File: src/rtl/pipeline_ctrl_pkg.sv
// Shared encodings, defaults and control-word helpers for the pipeline control unit.
package pipeline_ctrl_pkg;

    localparam int unsigned MEM_TIMEOUT_DEF = 255;
    localparam int unsigned STALL_CNT_W_DEF = 16;
    localparam int unsigned WAIT_CNT_W      = 8;

    typedef enum logic [1:0] {
        ST_RUN      = 2'b00,
        ST_MEM_WAIT = 2'b01,
        ST_FAULT    = 2'b10,
        ST_ILLEGAL  = 2'b11
    } ctrl_state_e;

    typedef struct packed {
        logic pc_write;
        logic if_id_write;
        logic ex_mem_write;
        logic if_id_flush;
        logic id_ex_flush;
        logic mem_wb_bubble;
        logic dmem_start;
    } ctrl_out_t;

    // Free-running pipeline: every stage advances, nothing squashed.
    function automatic ctrl_out_t ctrl_run();
        ctrl_out_t c;
        c              = '0;
        c.pc_write     = 1'b1;
        c.if_id_write  = 1'b1;
        c.ex_mem_write = 1'b1;
        return c;
    endfunction

    // Memory stall: hold PC through EX/MEM, drain a bubble into WB.
    function automatic ctrl_out_t ctrl_freeze(input logic start);
        ctrl_out_t c;
        c               = '0;
        c.mem_wb_bubble = 1'b1;
        c.dmem_start    = start;
        return c;
    endfunction

    function automatic ctrl_out_t ctrl_in_reset();
        ctrl_out_t c;
        c               = '0;
        c.if_id_flush   = 1'b1;
        c.id_ex_flush   = 1'b1;
        c.mem_wb_bubble = 1'b1;
        return c;
    endfunction

endpackage

File: src/rtl/pipeline_control_unit_sat_counter.sv
// Up-counter with synchronous clear and saturation at all-ones.
module sat_counter #(
    parameter int unsigned WIDTH = 8
) (
    input  logic             clk,
    input  logic             rst_n,
    input  logic             clr_i,
    input  logic             en_i,
    output logic [WIDTH-1:0] cnt_o
);

    logic [WIDTH-1:0] cnt_q;
    logic [WIDTH-1:0] cnt_d;

    // Clear wins over enable; hold once all-ones is reached.
    always_comb begin
        cnt_d = cnt_q;
        if (clr_i) begin
            cnt_d = '0;
        end else if (en_i && (cnt_q != '1)) begin
            cnt_d = cnt_q + WIDTH'(1);
        end
    end

    always_ff @(posedge clk or negedge rst_n) begin
        if (!rst_n) begin
            cnt_q <= '0;
        end else begin
            cnt_q <= cnt_d;
        end
    end

    assign cnt_o = cnt_q;

endmodule

File: src/rtl/pipeline_control_unit.sv
// Hazard / memory-stall controller for a 5-stage pipeline: zero-latency
// decode of write enables and flushes, plus a wait/timeout FSM for data memory.
module pipeline_control_unit
    import pipeline_ctrl_pkg::*;
#(
    parameter int unsigned MEM_TIMEOUT = MEM_TIMEOUT_DEF,
    parameter int unsigned STALL_CNT_W = STALL_CNT_W_DEF
) (
    input  logic                   clk,
    input  logic                   reset,
    input  logic                   load_use_hazard,
    input  logic                   branch_taken,
    input  logic                   dmem_req,
    input  logic                   dmem_ready,
    input  logic                   imem_ready,
    output logic                   PC_Write,
    output logic                   IF_ID_Write,
    output logic                   EX_MEM_Write,
    output logic                   IF_ID_Flush,
    output logic                   ID_EX_Flush,
    output logic                   MEM_WB_Bubble,
    output logic                   dmem_start,
    output logic                   mem_timeout,
    output logic [1:0]             ctrl_state,
    output logic [STALL_CNT_W-1:0] stall_cycles
);

    localparam logic [WAIT_CNT_W-1:0] WAIT_LAST = WAIT_CNT_W'(MEM_TIMEOUT - 1);

    ctrl_state_e           state_q;
    ctrl_state_e           state_d;
    ctrl_out_t             ctrl_c;
    logic                  mem_stall_c;
    logic                  start_c;
    logic                  fault_entry_c;
    logic                  mem_timeout_q;
    logic                  wait_clr_c;
    logic                  wait_en_c;
    logic                  stall_en_c;
    logic [WAIT_CNT_W-1:0] wait_cnt;

    // Next state plus same-cycle control decode; memory stall outranks everything.
    always_comb begin
        state_d       = state_q;
        ctrl_c        = ctrl_run();
        mem_stall_c   = 1'b0;
        start_c       = 1'b0;
        fault_entry_c = 1'b0;

        case (state_q)
            ST_RUN: begin
                if (dmem_req) begin
                    start_c = 1'b1;
                    if (!dmem_ready) begin
                        mem_stall_c = 1'b1;
                        state_d     = ST_MEM_WAIT;
                    end
                end
            end
            ST_MEM_WAIT: begin
                if (dmem_ready) begin
                    state_d = ST_RUN;
                end else begin
                    mem_stall_c = 1'b1;
                    if (wait_cnt == WAIT_LAST) begin
                        state_d       = ST_FAULT;
                        fault_entry_c = 1'b1;
                    end
                end
            end
            ST_FAULT: begin
                mem_stall_c = 1'b1;
            end
            default: begin
                mem_stall_c = 1'b1;
                state_d     = ST_RUN;
            end
        endcase

        // EX is frozen during a memory stall, so a branch re-presents later.
        if (mem_stall_c) begin
            ctrl_c = ctrl_freeze(start_c);
        end else if (branch_taken) begin
            ctrl_c.if_id_flush = 1'b1;
            ctrl_c.id_ex_flush = 1'b1;
        end else if (load_use_hazard) begin
            ctrl_c.pc_write    = 1'b0;
            ctrl_c.if_id_write = 1'b0;
            ctrl_c.id_ex_flush = 1'b1;
        end else if (!imem_ready) begin
            ctrl_c.pc_write    = 1'b0;
            ctrl_c.if_id_flush = 1'b1;
        end
        ctrl_c.dmem_start = start_c;

        if (!reset) begin
            ctrl_c = ctrl_in_reset();
        end
    end

    always_ff @(posedge clk or negedge reset) begin
        if (!reset) begin
            state_q       <= ST_RUN;
            mem_timeout_q <= 1'b0;
        end else begin
            state_q <= state_d;
            if (fault_entry_c) begin
                mem_timeout_q <= 1'b1;
            end
        end
    end

    assign wait_clr_c = (state_q != ST_MEM_WAIT);
    assign wait_en_c  = (state_q == ST_MEM_WAIT) && !dmem_ready;
    assign stall_en_c = !ctrl_c.pc_write && (state_q != ST_FAULT);

    sat_counter #(
        .WIDTH (WAIT_CNT_W)
    ) u_wait_cnt (
        .clk   (clk),
        .rst_n (reset),
        .clr_i (wait_clr_c),
        .en_i  (wait_en_c),
        .cnt_o (wait_cnt)
    );

    sat_counter #(
        .WIDTH (STALL_CNT_W)
    ) u_stall_cnt (
        .clk   (clk),
        .rst_n (reset),
        .clr_i (1'b0),
        .en_i  (stall_en_c),
        .cnt_o (stall_cycles)
    );

    assign PC_Write      = ctrl_c.pc_write;
    assign IF_ID_Write   = ctrl_c.if_id_write;
    assign EX_MEM_Write  = ctrl_c.ex_mem_write;
    assign IF_ID_Flush   = ctrl_c.if_id_flush;
    assign ID_EX_Flush   = ctrl_c.id_ex_flush;
    assign MEM_WB_Bubble = ctrl_c.mem_wb_bubble;
    assign dmem_start    = ctrl_c.dmem_start;
    assign mem_timeout   = mem_timeout_q;
    assign ctrl_state    = state_q;

endmodule

File: config.mk
export PLATFORM = sky130hd
export DESIGN_NAME = pipeline_control_unit
export DESIGN_NICKNAME = d
export VERILOG_FILES = /design/src/rtl/pipeline_ctrl_pkg.sv /design/src/rtl/pipeline_control_unit_sat_counter.sv /design/src/rtl/pipeline_control_unit.sv
export SDC_FILE = /design/constraint.sdc
export NUM_CORES = 1
export LEC_CHECK = 0
export BUFFER_PORTS_ARGS = -buffer_cell sky130_fd_sc_hd__buf_2
export CAP_MARGIN = 40
export CORE_MARGIN = 2
export CORE_UTILIZATION = 28
export CTS_BUF_LIST = sky130_fd_sc_hd__clkbuf_2
export DETAILED_ROUTE_END_ITERATION = 12
export GPL_TIMING_DRIVEN = 0
export SYNTH_ARGS = -nofsm -noshare
export SYNTH_HDL_FRONTEND = slang
export SYNTH_SLANG_ARGS = --single-unit
File: constraint.sdc
create_clock -name clk -period 2.3 [get_ports clk]
set_input_delay 0.46 -clock clk [delete_from_list [all_inputs] [get_ports clk]]
set_output_delay 0.46 -clock clk [all_outputs]
set_load 0.005 [all_outputs]
* Word-level counts from Yosys, hierarchy flattened
Index checks and enable logic that the tools add are counted.
** Word-level totals
- Output and inout bits :: 26
- Logic and storage cells :: 54
- Flip-flop bits (word level) :: 27
- Input port bits :: 7
** Cells by class
- Multiplexer cells :: 28
- Bitwise gates (word level) :: 1
- Reduce and logical (&&, ||, !) cells :: 9
- Equality and inequality tests :: 10
- $add $sub $neg :: 2
** Operator list (number)
- $mux 2 :: 9
- $add 16x1->16 const B :: 1
- $mux 8 :: 2
- $ne 16x16->1 const B :: 1
- $mux 1 :: 14
- $add 8x1->8 const B :: 1
- $eq 8x8->1 const B :: 1
- $ne 8x8->1 const B :: 1
- $mux 7 :: 1
- $ne 2x2->1 const B :: 3
- $pmux 2 s3 :: 1
- $logic_and 1x1->1 :: 4
- $reduce_and 4->1 :: 1
- $ne 3x3->1 const B :: 1
- $eq 2x1->1 const B :: 1
- $eq 2x2->1 const B :: 1
- $logic_not 1->1 :: 2
- $logic_not 2->1 :: 1
- $ne 2x1->1 const B :: 1
- $pmux 1 s2 :: 1
- $reduce_bool 2->1 :: 1
- $not 1->1 :: 1

* Logic depth before layout (Yosys ltp)
Gate-level depths: netlist of the first run.
- Depth after elaboration :: 8
- Gate-level depth with buffers :: 6
- Mapped depth without buffers :: 6

* By module
Synthesis of the first run repeated with hierarchy kept, for this count alone.
** Unflattened totals
- Cells, all modules :: 178
- Area total of the unflattened synthesis :: 1640.3 um^2
** Modules (own cells, without submodules)
- sat_counter (u_stall_cnt) :: cells each 98, instances 1, seq. area each 400.4 um^2, area each 942.2 um^2
- sat_counter (u_wait_cnt) :: cells each 49, instances 1, seq. area each 200.2 um^2, area each 464.2 um^2
- pipeline_control_unit :: cells each 31, instances 1, seq. area each 75.1 um^2, area each 234.0 um^2

* Worst setup path after synthesis of the first run
No wires, ideal clock.
- Kind :: input port to flip-flop
- Start point :: input port imem_ready
- End point :: register u_stall_cnt.cnt_q[1] (netlist: u_stall_cnt.cnt_o[1])
- Data required time :: 2.175 ns
- Arrival :: 1.540 ns
- Cell stages on the path :: 5
- Setup time :: 0.125 ns
- Buffers on the path :: 0
- Setup slack :: 0.635 ns
- Cell sequence :: nor2b_1 -> o2111ai_2 -> inv_2 -> a221oi_4 -> mux2_2
** Between the ends
- Longest elaborated chain between the ends :: 8
** RTL lines
- start: declaration :: RTL line pipeline_control_unit.sv:15 : input logic imem_ready,
- $mux 1 :: RTL line pipeline_control_unit.sv:90 : end else if (!imem_ready) begin
- $mux 1 :: RTL line pipeline_control_unit.sv:86 : end else if (load_use_hazard) begin
- $mux 2 :: RTL line pipeline_control_unit.sv:83 : end else if (branch_taken) begin
- $mux 2 :: RTL line pipeline_control_unit.sv:81 : if (mem_stall_c) begin
- $mux 7 :: RTL line pipeline_control_unit.sv:96 : if (!reset) begin
- via PC_Write :: RTL line pipeline_control_unit.sv:16 : output logic PC_Write,
- $logic_not 1->1 :: RTL line pipeline_control_unit.sv:115 : assign stall_en_c = !ctrl_c.pc_write && (state_q != ST_FAULT);
- $logic_and 1x1->1 :: RTL line pipeline_control_unit.sv:115
- $logic_and 1x1->1 :: RTL line pipeline_control_unit_sat_counter.sv:20 : end else if (en_i && (cnt_q != '1)) begin
- end signal: assignment :: RTL line pipeline_control_unit_sat_counter.sv:29 : cnt_q <= cnt_d;
- end: declaration :: RTL line pipeline_control_unit_sat_counter.sv:12 : logic [WIDTH-1:0] cnt_q;
The timed path passes the listed nets, and every way through them passes these cells.
A chain may end at the register's enable or synchronous reset.

* Worst setup path after layout of the first run
- Start point :: register state_q[0] (netlist: ctrl_state[0])
- End point :: output port IF_ID_Write
** Between the ends
- Longest elaborated chain between the ends :: 4
- Elaborated cells between the ends (all ways) :: 5
- Classes of those cells :: eq/ne (1); mux (3); reduce/logical (1)
** RTL lines
- start: declaration :: RTL line pipeline_control_unit.sv:30 : ctrl_state_e state_q;
- start signal: assignment :: RTL line pipeline_control_unit.sv:106 : state_q <= state_d;
- $eq 2x1->1 or $logic_not 2->1 (tied branches) :: RTL line pipeline_control_unit.sv:50 : case (state_q)
- $pmux 1 s2 * :: RTL line pipeline_control_unit.sv:50
- $mux 2 * :: RTL line pipeline_control_unit.sv:81
- $mux 7 * :: RTL line pipeline_control_unit.sv:96
- end: declaration :: RTL line pipeline_control_unit.sv:17 : output logic IF_ID_Write,
Every way passes the cells marked *; elsewhere a longest branch is shown, timed or not.

==> run metrics, run 1 <==
status=completed; n_diodes=0; Root Driver=clkbuf_2; final setup skew=4.382 ps; synthesis-to-layout area growth=19.12%; CP arrival=1620 ps; DR WL/cell=11.46 um; I/O Pins=33; Post-Syn Nets=146; Fmax=480.1 MHz; post-synthesis cell type count=32; TritonCTS Sinks=27; Max-Cap Viols=0; DR vias/cell=4.506; clk buf depth=2; Post-Syn Area=1400 sq um; Die Y=74.72 um; layout cells sized above 1=26.16%; largest area contributor in the synthesized netlist=dfrtp_1; core area=4786 sq um; Yosys top cell area share=48.26%; row count=25; routed vias=1,077; commonest non-fill, non-tap cells in the layout=buf_2 (32), dfrtp_1 (27), nor2_1 (16); drt drc=0; Num CTS Buffers=3; Critical Path RT=1840 ps; initial core utilization=29.25%; post-route setup slack=217.3 ps; Cell Pwr Density=649.0 nW/um^2; Hold Vio Cnt, Final=0; RSZ-0062 raised after global routing=false; DPL Wire Length=2085 um; CTS tree=built; most common cell after layout, fill and taps aside=buf_2; Skew-Pair Late Insertion Delay=340 ps; Worst IR Drop VDD=0.2636 mV; pin count of the biggest net entering global routing=33; startpoint types=flop; Pre-antenna DRT Iters=4; CP Max Fanout=7; # setup viols final=0; clk slew on worst S/H paths=240 ps; IO buf count=32; Rel. slew slack=55.08%; Worst Hold Class=input pin to async pin; die area=5582 sq um; measured slew at the worst slew-check pin=673.9 ps; Initial DRC Count=41; Mean Syn Cell Area=10.29 sq um; global route overflow=0; Final GP Congestion=0.7462; Lkg Pwr=0.8069 nW; post-synthesis sequential area ratio=48.26%; period utilisation layout=90.55%; fin nets=183; final wirelength=2740 um; initial antenna violation count=0; H-tree depth=1; total negative setup slack=0 ps; first-pass GRT wire length=4526 um; vias in the first global route=1,010; Total GRT Usage=10.46%; post-place setup slack=203.9 ps; Setup CP Type=flop to primary output; synth top area cells=dfrtp_1 (48%), xnor2_1 (6.9%), xor2_1 (6.3%); fin. max-slew vios=0; Mapped Cells=136; Critical Path End Type=primary output; DRT antenna net count=0; Die Span X=74.72 um; number of synthesized register bits=27; yosys warns=0; min cycle time layout=2083 ps
[cell families (layout without fill, tap and decap cells)]
logic type / count (synthesis) / in the layout / synth area share, %
adders and majority gates: 3 / 3 / 2.681
buffers and inverters: 7 / 43 / 1.876
muxes: 2 / 2 / 1.519
xor gates and xnor gates: 21 / 21 / 13.14
AOI/OAI and AO/OA: 10 / 10 / 7.060
DFF: 27 / 27 / 48.26
and+or+nand+nor: 66 / 66 / 25.47
[path summary, 6_finish.rpt]
kind | from | to | slack, ps | cells past startpoint
min | reset | u_wait_cnt.cnt_o[6]$_DFFE_PN0P_ | 110 | 1
min reg2reg | mem_timeout$_DFFE_PN0P_ | mem_timeout$_DFFE_PN0P_ | 500 | 1
min in group clk | dmem_ready | u_wait_cnt.cnt_o[2]$_DFFE_PN0P_ | 440 | 4
max in group asynchronous | reset | u_stall_cnt.cnt_o[12]$_DFFE_PN0P_ | 1770 | 1
max reg2reg | u_stall_cnt.cnt_o[0]$_DFFE_PN0P_ | u_stall_cnt.cnt_o[1]$_DFFE_PN0P_ | 470 | 5
max | ctrl_state[0]$_DFFE_PN0P_ | IF_ID_Write | 220 | 5
[timing repair]
item | 4_1_cts | 5_1_grt
setup buffers | 0 | 0
hold buffers | 0 | 0
resized for setup | 0 | 1
setup endpoints to repair | 0 | 1
[where the power goes]
part	switching (mW)	internal (mW)	leakage [nW]	total (mW)
Clock	0.132	0.0459	0.0166	0.178
Sequential	0.0885	0.543	0.357	0.631
Combinational	0.132	0.141	0.434	0.274
Total	0.353	0.730	0.807	1.08
[metrics by stage]
| step | area, sq um | util (%) | power (mW) | hold slack [ps] | std cells |
|---|---|---|---|---|---|
| global route | 1668 | 34.85 | 1.178 | 123.0 | 239 |
| floorplan | 1400 | - | 0.7868 | 164.4 | 136 |
| detailed placement | 1644 | 34.35 | 0.9213 | 465.5 | 235 |
| finish | 1668 | 34.85 | 1.082 | 111.2 | 239 |
| global placement | 1644 | 34.35 | 0.9155 | 445.0 | 235 |
| CTS | 1664 | 34.77 | 1.113 | 105.4 | 239 |
[Yosys cell counts, drive strengths merged]
cell	instances
a211oi	1
a21oi	2
a221oi	1
a311oi	1
a41oi	1
and2	3
and3	5
and4	2
dfrtp	27
ha	3
inv	7
mux2	1
mux2i	1
nand2	15
nand2b	2
nand3	5
nand3b	1
nand4	9
nand4b	2
nor2	16
nor2b	2
nor3	2
nor4	1
o2111ai	1
o21ai	2
o21bai	1
or3	1
xnor2	11
xor2	10
[routing by layer]
layer | routed length [um] | track usage (%) | vias to the layer above
li1 | - | - | 541
met1 | 1356 | 14.17 | 510
met2 | 1232 | 16.42 | 22
met3 | 106 | 1.740 | 4
met4 | 45 | 4.762 | 0
met5 | 0 | 0 | -
[cell type report]
cell class	instances	area, sq um
well taps	67	83.83
flip-flops and latches	27	675.6
repair buffers	32	160.2
clock buffers	4	20.02
fillers	499	3118
multi-input cells	102	701.9
inverters	7	26.28
[registers in the layout (all words and copies together) (netlist names)]
signal and count:
u_stall_cnt.cnt_o 16, u_wait_cnt.cnt_o 8, ctrl_state 2, mem_timeout 1
[worst max-delay path, stage by stage, from the launching register on]
cell,delay (ps)
dfrtp_1,520
o21bai_2,220
and2_1,180
nand2_1,90
a21oi_1,150
buf_2,120
Note: power is estimated with default switching activity, not from simulation.
==> run 2, diff against run 1 <==
--- a/config.mk
+++ b/config.mk
@@ -12,6 +12,7 @@
 export CTS_BUF_LIST = sky130_fd_sc_hd__clkbuf_2
 export DETAILED_ROUTE_END_ITERATION = 12
 export GPL_TIMING_DRIVEN = 0
+export PLACE_DENSITY = 0.56
 export SYNTH_ARGS = -nofsm -noshare
 export SYNTH_HDL_FRONTEND = slang
 export SYNTH_SLANG_ARGS = --single-unit
==> run metrics, run 2 (synthesis results as in run 1) <==
first-pass GRT wire length=4547 um (+0.46%); Pre-antenna DRT Iters=4 (unchanged); Critical Path End Type=primary output; routed vias=1,061 (-1.5%); Final GP Congestion=0.7613 (+2.0%); initial core utilization=29.25% (unchanged); Die Y=74.72 um (unchanged); measured slew at the worst slew-check pin=673.6 ps (-0.2511 ps); layout cells sized above 1=26.74% (+0.58 points); max reg flops=16 (unchanged); final setup skew=18.40 ps (+14.02 ps); Worst Hold Class=input pin to async pin; Root Driver=clkbuf_2; CTS tree=built; Lkg Pwr=0.8017 nW (-0.65%); RSZ-0062 raised after global routing=false; final wirelength=2716 um (-0.88%); Setup CP Type=flop to primary output; Skew-Pair Late Insertion Delay=370 ps (+30 ps); fin. max-slew vios=0 (unchanged); Max-Cap Viols=0 (unchanged); Cell Pwr Density=652.0 nW/um^2 (+0.45%); fin nets=183 (unchanged); DR WL/cell=11.36 um (-0.88%); H-tree depth=1 (unchanged); core area=4786 sq um (unchanged); sequential power share=57.8% (-0.5 points); synthesis-to-layout area growth=19.39%; internal power=724.1 uW (-0.75%); status=completed; period utilisation layout=90.02% (-0.53 points); # setup viols final=0 (unchanged); Clock Power Share=17.2% (+0.8 points); CP arrival=1610 ps (about the same); DR vias/cell=4.439 (-1.5%); Layout fillers=499 (unchanged); total negative setup slack=0 ps (unchanged); clk slew on worst S/H paths=280 ps (+40 ps); drt drc=0 (unchanged); die area=5582 sq um (unchanged); WHS=70.98 ps (-40.25 ps); Total GRT Usage=10.58% (+0.12 points); CP Max Fanout=7 (unchanged); startpoint types=flop; TritonCTS Sinks=27 (unchanged); clk buf depth=2 (unchanged); n_diodes=0 (unchanged); Fmax=483.0 MHz (+0.59%); row count=25 (unchanged); Critical Path RT=1840 ps (about the same); setup bufs post-CTS=0 (unchanged); initial antenna violation count=0 (unchanged); IO buf count=32 (unchanged); I/O Pins=33 (unchanged); Sw Share=33.55% (+0.96 points); DPL Wire Length=2074 um (-0.49%); NetSw=365.7 uW (+3.6%); DRT antenna net count=0 (unchanged); pin count of the biggest net entering global routing=33 (unchanged); vias in the first global route=964 (-4.6%); global route overflow=0 (unchanged); Num CTS Buffers=3 (unchanged); register cell area after layout=676.9 sq um (+0.19%); Initial DRC Count=35 (-15%); commonest non-fill, non-tap cells in the layout=buf_2 (32), dfrtp_1 (26), nor2_1 (16); Rel. slew slack=55.09% (about the same); Inst Count DP=235 (unchanged); Post-Layout Cell Count=239 (unchanged); Combinational Power Share=25.0% (-0.3 points); min cycle time layout=2071 ps (-12.13 ps); Worst IR Drop VDD=0.2009 mV (-24%); Hold Vio Cnt, Final=0 (unchanged); multi-input logic area=701.9 sq um (unchanged); Die Span X=74.72 um (unchanged); most common cell after layout, fill and taps aside=buf_2
## run 2: cell count changes in the layout (fill, tap and decap cells not counted), sizes merged
| cell | previous run | this run |
|---|---|---|
| clkbuf | 4 | 3 |
| clkinvlp | 0 | 1 |
## run 2: final timing paths
path / startpoint / to / slack (ps) / cells past startpoint
max: ctrl_state[0]$_DFFE_PN0P_ / IF_ID_Write / 230 / 5
min: reset / u_stall_cnt.cnt_o[13]$_DFFE_PN0P_ / 70 / 1
max reg2reg: u_stall_cnt.cnt_o[0]$_DFFE_PN0P_ / u_stall_cnt.cnt_o[1]$_DFFE_PN0P_ / 470 / 5
min reg2reg: mem_timeout$_DFFE_PN0P_ / mem_timeout$_DFFE_PN0P_ / 500 / 1
max in group asynchronous: reset / ctrl_state[0]$_DFFE_PN0P_ / 1750 / 1
min in group clk: dmem_ready / ctrl_state[0]$_DFFE_PN0P_ / 420 / 3
## run 2: power by group through the flow
stage | logic, mW | clock network, mW | registers, mW
floorplan | 0.156 | 0 | 0.631
global placement | 0.276 | 0 | 0.640
detailed placement | 0.276 | 0 | 0.641
CTS | 0.278 | 0.201 | 0.633
global route | 0.317 | 0.220 | 0.649
finish | 0.272 | 0.188 | 0.629
## run 2: routing by layer
layer	global-route usage [%]	routed length, um	vias up
li1	-	-	544
met5	0	0	-
met2	15.63	1238	17
met1	15.05	1358	498
met3	2.008	97	2
met4	4.762	22	0
## run 2: area by class of cell
cell class | count | area share [%]
clock buffers | 3 | 0.8982
clock inverters | 1 | 0.4491
multi-input cells | 102 | 41.99
flip-flops and latches | 27 | 40.49
well taps | 67 | 5.015
inverters | 7 | 1.572
repair buffers | 32 | 9.581
## run 2: metrics by stage
step                      util (%)  instance area [sq um]  total power [mW]  worst slack, ps
after global placement       34.35                   1644            0.9153            218.4
after detailed placement     34.35                   1644            0.9174            216.9
final                        34.93                   1672             1.090            229.4
after CTS                    34.82                   1667             1.112            97.18
after floorplan                  -                   1400            0.7868            635.4
after global routing         34.93                   1672             1.187            15.70
## run 2: what timing repair did
item | 4_1_cts | 5_1_grt
hold buffers | 0 | 0
setup endpoints to repair | 0 | 2
resized for setup | 0 | 2
## run 2: worst max-delay path, cell delays in order, from the launching register on
cell and delay, ps:
dfrtp_2 510, o21bai_2 200, and2_1 190, nand2_1 90, a21oi_1 150, buf_2 120
